File: src/rtl/wb_stage_if.sv
// M->W pipeline interface: the M-stage values entering writeback and the
// GRF write port plus W-stage state that decode reads back.
interface wb_stage_if #(
    parameter int CNT_W = 32
);
    logic [31:0]      IR_M;
    logic [31:0]      pc_M;
    logic [31:0]      ALUout_M;
    logic [31:0]      dm_rdata_M;
    logic [31:0]      IR_W;
    logic [31:0]      pc_W;
    logic             regWrite_W;
    logic [4:0]       mul_A3;
    logic [31:0]      mul_WD;
    logic [CNT_W-1:0] retire_cnt;

    // Upstream side: supplies the M-stage instruction, observes the write port.
    modport master (
        output IR_M, pc_M, ALUout_M, dm_rdata_M,
        input  IR_W, pc_W, regWrite_W, mul_A3, mul_WD, retire_cnt
    );

    // Writeback stage itself.
    modport slave (
        input  IR_M, pc_M, ALUout_M, dm_rdata_M,
        output IR_W, pc_W, regWrite_W, mul_A3, mul_WD, retire_cnt
    );
endinterface

File: src/rtl/wb_stage.sv
// W-stage writeback: registers M/W state, decodes the destination register,
// aligns/extends load data and drives the GRF write port. Also counts
// non-bubble instructions entering W.
module wb_stage #(
    parameter int CNT_W = 32
) (
    input  logic       clk,
    input  logic       reset,
    wb_stage_if.slave  bus
);
    localparam logic [5:0] OP_RTYPE = 6'b000000;
    localparam logic [5:0] OP_JAL   = 6'b000011;
    localparam logic [5:0] OP_ORI   = 6'b001101;
    localparam logic [5:0] OP_LUI   = 6'b001111;
    localparam logic [5:0] OP_LB    = 6'b100000;
    localparam logic [5:0] OP_LH    = 6'b100001;
    localparam logic [5:0] OP_LW    = 6'b100011;
    localparam logic [5:0] OP_LBU   = 6'b100100;
    localparam logic [5:0] OP_LHU   = 6'b100101;
    localparam logic [5:0] FN_ADDU  = 6'b100001;
    localparam logic [5:0] FN_SUBU  = 6'b100011;

    localparam logic [CNT_W-1:0] CNT_ONE = {{(CNT_W-1){1'b0}}, 1'b1};

    logic [31:0]      ir_q;
    logic [31:0]      pc_q;
    logic [31:0]      alu_q;
    logic [31:0]      dm_q;
    logic [CNT_W-1:0] cnt_q;

    // M/W pipeline register and retired-instruction counter; W never stalls.
    always_ff @(posedge clk) begin
        if (reset) begin
            ir_q  <= '0;
            pc_q  <= '0;
            alu_q <= '0;
            dm_q  <= '0;
            cnt_q <= '0;
        end else begin
            ir_q  <= bus.IR_M;
            pc_q  <= bus.pc_M;
            alu_q <= bus.ALUout_M;
            dm_q  <= bus.dm_rdata_M;
            if (bus.IR_M != 32'd0) begin
                cnt_q <= cnt_q + CNT_ONE;
            end
        end
    end

    logic [5:0]  op;
    logic [5:0]  funct;
    logic [4:0]  rt;
    logic [4:0]  rd;
    logic [7:0]  ld_byte;
    logic [15:0] ld_half;

    assign op    = ir_q[31:26];
    assign funct = ir_q[5:0];
    assign rt    = ir_q[20:16];
    assign rd    = ir_q[15:11];

    // Pick the addressed byte/halfword out of the loaded word; alu_q[0] is
    // deliberately ignored for halfword loads.
    always_comb begin
        ld_byte = dm_q[7:0];
        case (alu_q[1:0])
            2'd0:    ld_byte = dm_q[7:0];
            2'd1:    ld_byte = dm_q[15:8];
            2'd2:    ld_byte = dm_q[23:16];
            default: ld_byte = dm_q[31:24];
        endcase
        ld_half = alu_q[1] ? dm_q[31:16] : dm_q[15:0];
    end

    logic        wr_en;
    logic [4:0]  wr_dst;
    logic [31:0] wr_data;

    // Destination and write-back value per instruction class.
    always_comb begin
        wr_en   = 1'b0;
        wr_dst  = 5'd0;
        wr_data = 32'd0;
        case (op)
            OP_RTYPE: begin
                if (funct == FN_ADDU || funct == FN_SUBU) begin
                    wr_en   = 1'b1;
                    wr_dst  = rd;
                    wr_data = alu_q;
                end
            end
            OP_ORI, OP_LUI: begin
                wr_en   = 1'b1;
                wr_dst  = rt;
                wr_data = alu_q;
            end
            OP_LW: begin
                wr_en   = 1'b1;
                wr_dst  = rt;
                wr_data = dm_q;
            end
            OP_LB: begin
                wr_en   = 1'b1;
                wr_dst  = rt;
                wr_data = {{24{ld_byte[7]}}, ld_byte};
            end
            OP_LBU: begin
                wr_en   = 1'b1;
                wr_dst  = rt;
                wr_data = {24'd0, ld_byte};
            end
            OP_LH: begin
                wr_en   = 1'b1;
                wr_dst  = rt;
                wr_data = {{16{ld_half[15]}}, ld_half};
            end
            OP_LHU: begin
                wr_en   = 1'b1;
                wr_dst  = rt;
                wr_data = {16'd0, ld_half};
            end
            OP_JAL: begin
                wr_en   = 1'b1;
                wr_dst  = 5'd31;
                wr_data = pc_q + 32'd8;
            end
            default: begin
                wr_en   = 1'b0;
            end
        endcase
    end

    logic write_ok;

    // $0 is never presented as a write target; a suppressed write drives all zeros.
    assign write_ok = wr_en && (wr_dst != 5'd0);

    assign bus.IR_W       = ir_q;
    assign bus.pc_W       = pc_q;
    assign bus.regWrite_W = write_ok;
    assign bus.mul_A3     = write_ok ? wr_dst  : 5'd0;
    assign bus.mul_WD     = write_ok ? wr_data : 32'd0;
    assign bus.retire_cnt = cnt_q;
endmodule

File: src/flat_wrapper.sv
// flat-port wrapper written by rule: the top's interface ports become plain ports
module wb_stage_flat 
#(
    parameter int CNT_W = 32
)
  (clk, reset, bus_IR_M, bus_pc_M, bus_ALUout_M, bus_dm_rdata_M, bus_IR_W, bus_pc_W, bus_regWrite_W, bus_mul_A3, bus_mul_WD, bus_retire_cnt);
  wb_stage_if #(.CNT_W(CNT_W)) bus_i ();
  input  logic clk;
  input  logic reset;
  input wire logic [$bits(bus_i.IR_M)-1:0] bus_IR_M;
  input wire logic [$bits(bus_i.pc_M)-1:0] bus_pc_M;
  input wire logic [$bits(bus_i.ALUout_M)-1:0] bus_ALUout_M;
  input wire logic [$bits(bus_i.dm_rdata_M)-1:0] bus_dm_rdata_M;
  output wire logic [$bits(bus_i.IR_W)-1:0] bus_IR_W;
  output wire logic [$bits(bus_i.pc_W)-1:0] bus_pc_W;
  output wire logic [$bits(bus_i.regWrite_W)-1:0] bus_regWrite_W;
  output wire logic [$bits(bus_i.mul_A3)-1:0] bus_mul_A3;
  output wire logic [$bits(bus_i.mul_WD)-1:0] bus_mul_WD;
  output wire logic [$bits(bus_i.retire_cnt)-1:0] bus_retire_cnt;
  assign bus_i.IR_M = bus_IR_M;
  assign bus_i.pc_M = bus_pc_M;
  assign bus_i.ALUout_M = bus_ALUout_M;
  assign bus_i.dm_rdata_M = bus_dm_rdata_M;
  assign bus_IR_W = bus_i.IR_W;
  assign bus_pc_W = bus_i.pc_W;
  assign bus_regWrite_W = bus_i.regWrite_W;
  assign bus_mul_A3 = bus_i.mul_A3;
  assign bus_mul_WD = bus_i.mul_WD;
  assign bus_retire_cnt = bus_i.retire_cnt;
  wb_stage #(.CNT_W(CNT_W)) u_core (.clk(clk), .reset(reset), .bus(bus_i));
endmodule
File: config.mk
export PLATFORM = sky130hd
export DESIGN_NAME = wb_stage_flat
export DESIGN_NICKNAME = d
export VERILOG_FILES = /design/src/rtl/wb_stage_if.sv /design/src/rtl/wb_stage.sv /design/src/flat_wrapper.sv
export SDC_FILE = /design/constraint.sdc
export NUM_CORES = 1
export LEC_CHECK = 0
export ABC_AREA = 0
export BUFFER_PORTS_ARGS = -buffer_cell sky130_fd_sc_hd__buf_4
export CORE_MARGIN = 10
export CORE_UTILIZATION = 51
export CTS_BUF_LIST = sky130_fd_sc_hd__clkbuf_8
export CTS_CLUSTER_SIZE = 24
export DETAILED_ROUTE_END_ITERATION = 7
export PLACE_DENSITY = 0.83
export SYNTH_ARGS = -nofsm -noshare
export SYNTH_HDL_FRONTEND = slang
export SYNTH_SLANG_ARGS = --single-unit
File: constraint.sdc
create_clock -name clk -period 2.2 [get_ports clk]
set_input_delay 0.33 -clock clk [delete_from_list [all_inputs] [get_ports clk]]
set_output_delay 0.33 -clock clk [all_outputs]
set_load 0.05 [all_outputs]
==> metrics.cfg, run 1 <==
[hold_path]
holdPathStages = 2
hold_start = bus_pc_M[21]
hold_end = u_core.bus.pc_W[21]
hold_path_class = in2reg

[logic_synthesis]
yosysSeqAreaShare_pct = 47.0
yosys_warnings = 0
synthCells = 724
synth_top_flop_cell = dfxtp_1
yosysUniqueCellTypes = 51
synth_fp_nets = 856
synth_edf_count = 0
syn-cell-area_sq_um = 6810
synth-async-reset-ratio_pct = 0
synth_seq_cells = 160
avgSynthCellArea_sq_um = 9.41

[final_layout]
drive_gt1_share_pct = 51.0
fillCellCount = 693
antenna_cells = 0
nNetsFinal = 1197
area_delta_synth_final_pct = 65.9

[clock_tree]
cts_tree = yes
cts.sinks = 160
ctsLongestPathBuffers = 2
hold_buffers = 0
clk_pin_slew_ps = 100
root_buffer = clkbuf_8
cts_inserted_buffers = 17
htree_num_levels = 4
worstSkewPairLatency_ps = 470

[pwr]
power_mw = 6.52
peakVddDrop_v = 0.000521
p_clk_share_pct = 34.0
comb_power_share_pct = 17.4
p_sw_mw = 1.96
powerDensity_nw_per_um2 = 577
internal-power_mw = 4.55
switching_share_pct = 30.1
leakage_nw = 4.40
seqPwrFrac_pct = 48.6

[placement]
io_buffers = 263
pre_cts_slack_ps = -167
hpwl_microns = 20800
gp_congestion = 0.963

[routing]
drt_iter0_drc = 1245
via_count = 7926
drt_pass1_iterations = 7
vias_per_cell = 6.33
routedWlPerCell_microns = 26.0
drt_wl_total_microns = 32500
ant_nets = 0
drc = 0

[setup_path]
path_class = reg2out
worst-r2r-cell-count = 5
rrSetupSlack_ps = 220
r2r_start = u_core.bus.retire_cnt[21]
crit_path_end_kind = output port
cp.required_ps = 1870
critical_path_arrival_ps = 2490
cp_max_fo = 16
startpoint_type = flop
crit_start = u_core.alu_q[1]
rr_endpoint = u_core.bus.retire_cnt[31]

[floorplanning]
die_width_microns = 136
die_y_microns = 136
fp.coreArea_sq_um = 13100
start_util_pct = 51.8
std_cell_rows = 42
dieArea_sq_um = 18400
ios = 264

[grt]
grt_pass1_wl_microns = 44600
grt-ovfl-total = 0
grt_antenna_before_repair = 0
grt_max_degree = 57
grt_usage_pct = 31.3
grt_pass1_vias = 7490

[sta]
worst_slack_ps = -620
grt_setup_unrepaired = true
fin_skew_ps = 10.6
clock.fmax_ghz = 0.355
worstMarginPinSlew_ps = 671
fin_setup_tns_ps = -18460
setup_viol = 38
fin_crit_sh_pct = 128
fin_crit_ps = 2820
final-max-slew-violation-count = 0
hold_viol_final = 0
relSlewSlack_pct = 55.3

[outcome]
outcome = finished, violations left
violations = setup timing

[run]
cap_violations = 0

==> registers in the layout, summed over array words and instances, names as in the netlist <==
signal,count
u_core.bus.retire_cnt,32
u_core.bus.pc_W,32
u_core.bus.IR_W,32
u_core.alu_q,32
u_core.dm_q,32
==> routing by layer <==
| metal | global-route usage [%] | wire (microns) | vias up |
|---|---|---|---|
| met3 | 9.83 | 3450 | 194 |
| met1 | 34.4 | 11100 | 3726 |
| met2 | 52.3 | 15600 | 662 |
| met5 | 0 | 0 | - |
| met4 | 18.1 | 2380 | 0 |
| li1 | - | - | 3344 |
==> cell usage after synthesis, drive strengths merged, types with 4 or more instances <==
| cell type | number | area [sq um] |
|---|---|---|
| o21ai | 26 | 130 |
| dfxtp | 160 | 3200 |
| a21oi | 56 | 280 |
| inv | 14 | 52.6 |
| xnor2 | 8 | 70.1 |
| buf | 14 | 72.6 |
| mux4 | 8 | 180 |
| a221o | 5 | 50.1 |
| and4 | 6 | 52.6 |
| or3 | 16 | 110 |
| and3 | 5 | 31.3 |
| nor2 | 12 | 45.0 |
| a221oi | 18 | 164 |
| o31a | 10 | 87.6 |
| a31oi | 11 | 68.8 |
| a22oi | 20 | 150 |
| nand2 | 30 | 113 |
| nand3 | 18 | 90.1 |
| nor3 | 8 | 40.0 |
| nor2b | 130 | 813 |
| nor4 | 21 | 131 |
| a222oi | 4 | 40.0 |
| xor2 | 8 | 70.1 |
| nand4 | 18 | 125 |
| or4 | 16 | 120 |
| clkbuf | 35 | 131 |
| o31ai | 16 | 120 |
==> logic make-up after synthesis <==
kind of cell | share of synthesized area (%)
and+or+nand+nor | 26.4
DFF | 47.0
muxes | 3.12
adders and majority gates | 0.367
buffers and inverters | 3.77
AOI/OAI and AO/OA | 17.3
xor gates and xnor gates | 2.06
==> through the flow <==
| step | utilization, % | area [sq um] | hold slack, ps | cells |
|---|---|---|---|---|
| 2_1_floorplan | - | 7390 | 457 | 724 |
| 3_3_place_gp | 78.2 | 10300 | 477 | 1212 |
| 3_5_place_dp | 78.2 | 10300 | 488 | 1212 |
| 4_1_cts | 84.2 | 11100 | 57.6 | 1247 |
| 5_1_grt | 86.0 | 11300 | 53.6 | 1252 |
| 6_report | 86.0 | 11300 | 69.5 | 1252 |
==> power by group through the flow <==
stage,Sequential (mW),Combinational (mW),Clock (mW)
global route,3.17,1.17,2.32
global placement,3.19,1.02,0
detailed placement,3.19,1.04,0
floorplan,3.40,0.315,0
finish,3.16,1.13,2.22
CTS,3.14,1.07,2.17
==> area by class of cell <==
cell class | count | area (sq um) | share of cell area, %
Clock inverter | 11 | 118 | 1.04
Tap cell | 176 | 220 | 1.95
Inverter | 14 | 56.3 | 0.498
Sequential cell | 160 | 3320 | 29.3
Timing Repair Buffer | 371 | 3170 | 28.0
Clock buffer | 19 | 262 | 2.31
Multi-Input combinational cell | 501 | 4160 | 36.8
==> worst max-delay path by stage <==
stage / to / slack [ps] / cells after the start
final: bus_mul_WD[21] / -620 / 7
after global routing: bus_mul_WD[21] / -630 / 7
after CTS: bus_mul_WD[14] / -470 / 8
after detailed placement: bus_mul_WD[1] / -170 / 8
after global placement: bus_mul_WD[1] / -110 / 8
after floorplan: bus_regWrite_W / -250 / 6
==> worst max-delay path, stage by stage (launching register included) <==
cell and delay (ps):
dfxtp_1 400, mux4_2 540, nand3_2 160, a21oi_2 90
buf_12 170, a221oi_2 350, a21oi_4 120, buf_8 170
==> placed cells by master (no fill, tap or decap), types with 15 or more instances in the layout <==
cell and instances:
a21oi_1 34, clkbuf_8 19, or4_1 15, buf_12 15, dfxtp_2 27, nor2b_1 130, a21oi_4 21, nand4_1 16
a22oi_1 18, buf_6 37, o31ai_1 16, inv_1 15, nand2_1 30, buf_4 313, dfxtp_1 112, dfxtp_4 21
nand3_1 16, o21ai_0 18
==> repair_timing <==
| action | 4_1_cts | 5_1_grt |
|---|---|---|
| pin swaps | 14 | 14 |
| setup endpoints to repair | 38 | 38 |
| setup buffers | 5 | 4 |
| resized for setup | 82 | 38 |
| cloned | 1 | 1 |
Note: power is estimated with default switching activity, not from simulation.
==> inputs of run 2 (changes only) <==
--- a/config.mk
+++ b/config.mk
@@ -5,10 +5,10 @@
 export SDC_FILE = /design/constraint.sdc
 export NUM_CORES = 1
 export LEC_CHECK = 0
-export ABC_AREA = 0
+export ABC_AREA = 1
 export BUFFER_PORTS_ARGS = -buffer_cell sky130_fd_sc_hd__buf_4
 export CORE_MARGIN = 10
-export CORE_UTILIZATION = 51
+export CORE_UTILIZATION = 53
 export CTS_BUF_LIST = sky130_fd_sc_hd__clkbuf_8
 export CTS_CLUSTER_SIZE = 24
 export DETAILED_ROUTE_END_ITERATION = 7
==> constraint.sdc (replaced) <==
create_clock -name clk -period 2.2 [get_ports clk]
set_input_delay 0.44 -clock clk [delete_from_list [all_inputs] [get_ports clk]]
set_output_delay 0.44 -clock clk [all_outputs]
set_load 0.05 [all_outputs]
==> run 2 against run 1 <==
  * The run ends with DRC, setup timing left
  * Global-route usage down 0.24 points
  * Via count is 24% higher
  * Sequential cell count unchanged
  * Combinational power increased by 18%
  * Count of clock-buffer cells in the layout shrank 2
  * Largest power group unchanged
==> metrics.cfg, run 2 <==
[hold_path]
hold_end = u_core.dm_q[17]
hold_start = bus_dm_rdata_M[17]
holdPathStages = 3
hold_path_class = in2reg

[routing]
drt_iter0_drc = 1136
drt_wl_total_microns = 34300
routedWlPerCell_microns = 18.9
vias_per_cell = 5.41
ant_nets = 0
drc = 2
via_count = 9805
drt_pass1_iterations = 8

[final_layout]
layout_common_cells = buf_4, nor2_1, nand2_1
layout_commonest_cell = buf_4
stdcell_area_sq_um = 12000
layout.cells.non_filler = 1814
multi_input_area_sq_um = 4240
area_delta_synth_final_pct = 50.1
register_area_sq_um = 3250
nNetsFinal = 1749
antenna_cells = 0
drive_gt1_share_pct = 32.0
fillCellCount = 949

[sta]
worst_slack_ps = -751
worstMarginPinSlew_ps = 331
relSlewSlack_pct = 77.7
fin_crit_sh_pct = 134
hold_viol_final = 0
setup_viol = 37
fin_skew_ps = 4.94
fin_hold_ws_ps = 170
fin_crit_ps = 2950
clock.fmax_ghz = 0.339
grt_setup_unrepaired = true
final-max-slew-violation-count = 0

[placement]
pre_cts_slack_ps = -148
hpwl_microns = 24300
io_buffers = 263
placed_cell_area_sq_um = 11000
gp_congestion = 1.00
dp.cells = 1764

[setup_path]
critical_path_arrival_ps = 2510
worst-r2r-cell-count = 10
path_class = reg2out
startpoint_type = flop
crit_path_end_kind = output port
cp_max_fo = 6
rr_endpoint = u_core.bus.retire_cnt[12]
rrSetupSlack_ps = 340
r2r_start = u_core.bus.retire_cnt[0]
cp.required_ps = 1760

[run]
cap_violations = 0

[logic_synthesis]
synth_commonest_cells = nor2_1, nand2_1, inv_1, dfxtp_1, nand3_1
synth_top_flop_cell = dfxtp_1
synth_edf_count = 0
yosys_warnings = 0
synth_area_leader_cell = dfxtp_1
synth.most_common_cell = nor2_1
synth-compound-area-share_pct = 6.52
synth-async-reset-ratio_pct = 0
synth_top_area_share_pct = 40.0
synth_fp_nets = 1405
syn-cell-area_sq_um = 8000
synthCells = 1273
synth_seq_cells = 160
yosysUniqueCellTypes = 34
synthAdderAreaFrac_pct = 0.313
yosysSeqAreaShare_pct = 40.0
synth_xor_area_share_pct = 2.08
synth_simple_gate_area_share_pct = 38.6
synth_top_family_by_area = simple AND/OR/NAND/NOR gates
synthMuxAreaShare_pct = 0
avgSynthCellArea_sq_um = 6.29
synthTopCellsByArea = dfxtp_1, nor2_1, nand2_1

[clock_tree]
root_buffer = clkbuf_8
htree_num_levels = 4
clk_pin_slew_ps = 100
cts.sinks = 160
cts_inserted_buffers = 17
ctsLongestPathBuffers = 2
hold_buffers = 0
worstSkewPairLatency_ps = 470
cts_tree = yes

[floorplanning]
start_util_pct = 54.6
die_y_microns = 143
std_cell_rows = 44
dieArea_sq_um = 20400
fp.coreArea_sq_um = 14600
ios = 264
die_width_microns = 143

[grt]
grt_usage_pct = 31.1
grt_pass1_vias = 9364
grt-ovfl-total = 0
grt_antenna_before_repair = 0
grt_max_degree = 78
grt_pass1_wl_microns = 49900

[pwr]
power_mw = 6.72
seqPwrFrac_pct = 46.7
internal-power_mw = 4.51
p_sw_mw = 2.21
switching_share_pct = 32.9
powerDensity_nw_per_um2 = 559
leakage_nw = 5.76
peakVddDrop_v = 0.000609
comb_power_share_pct = 19.7
p_clk_share_pct = 33.6

[outcome]
outcome = finished, violations left
violations = DRC, setup timing

run 2: worst max path at each step:
stage                   startpoint              to  slack [ps]
3_5_place_dp   u_core.bus.IR_W[31]  bus_mul_WD[26]        -150
6_report       u_core.bus.IR_W[31]   bus_mul_WD[0]        -750
3_3_place_gp   u_core.bus.IR_W[31]  bus_mul_WD[15]         -70
5_1_grt        u_core.bus.IR_W[31]   bus_mul_WD[0]        -770
2_1_floorplan  u_core.bus.IR_W[30]  bus_mul_WD[23]         -30
4_1_cts        u_core.bus.IR_W[28]  bus_mul_WD[11]        -550
run 2: repair_timing:
item,CTS,global route
setup endpoints to repair,38,38
gates cloned,1,2
buffers inserted,13,3
pin swaps,14,17
gates resized for setup,85,34
run 2: kinds of logic (layout without fill, tap and decap cells):
logic type,Yosys count,count (layout)
compound gates,92,92
xor+xnor,19,19
fa+ha+maj,2,2
buf+inv,249,604
flops,160,160
simple gates,751,753
run 2: power by group through the flow:
stage	Combinational [mW]	Sequential [mW]	Clock (mW)
after floorplan	0.446	3.39	0
after CTS	1.29	3.13	2.23
after detailed placement	1.19	3.19	0
after global placement	1.17	3.19	0
after global routing	1.39	3.15	2.36
final	1.33	3.14	2.26
run 2: area by class of cell:
type | count | area share (%)
clock buffers | 17 | 1.95
clock inverters | 15 | 1.47
inverters | 210 | 6.62
multi-input cells | 866 | 35.3
flip-flops and latches | 160 | 27.1
well taps | 184 | 1.92
repair buffers | 362 | 25.7
run 2: critical path: stages (launching register included):
cell and delay [ps]:
dfxtp_4 380, inv_2 90, nor2_4 50, buf_6 120, nand3_4 80, nand3_4 150, nand2_1 140, inv_1 60
nor2_2 180, nand2_2 120, nor2_4 170, buf_12 170, buf_12 150, nor2_4 40, buf_8 160
run 2: stage by stage:
| step | utilization, % | TNS [ps] |
|---|---|---|
| after floorplan | - | -623 |
| after global placement | 75.3 | -1770 |
| after detailed placement | 75.3 | -4000 |
| after CTS | 81.2 | -16030 |
| after global routing | 82.0 | -25520 |
| final | 82.0 | -24690 |
run 2: per-layer routing:
layer,GRT usage (%),routed length (microns),vias to the layer above
met5,0,0,-
met4,9.07,1310,0
met3,9.82,3980,128
met2,55.0,16700,661
met1,35.0,12300,4493
li1,-,-,4523
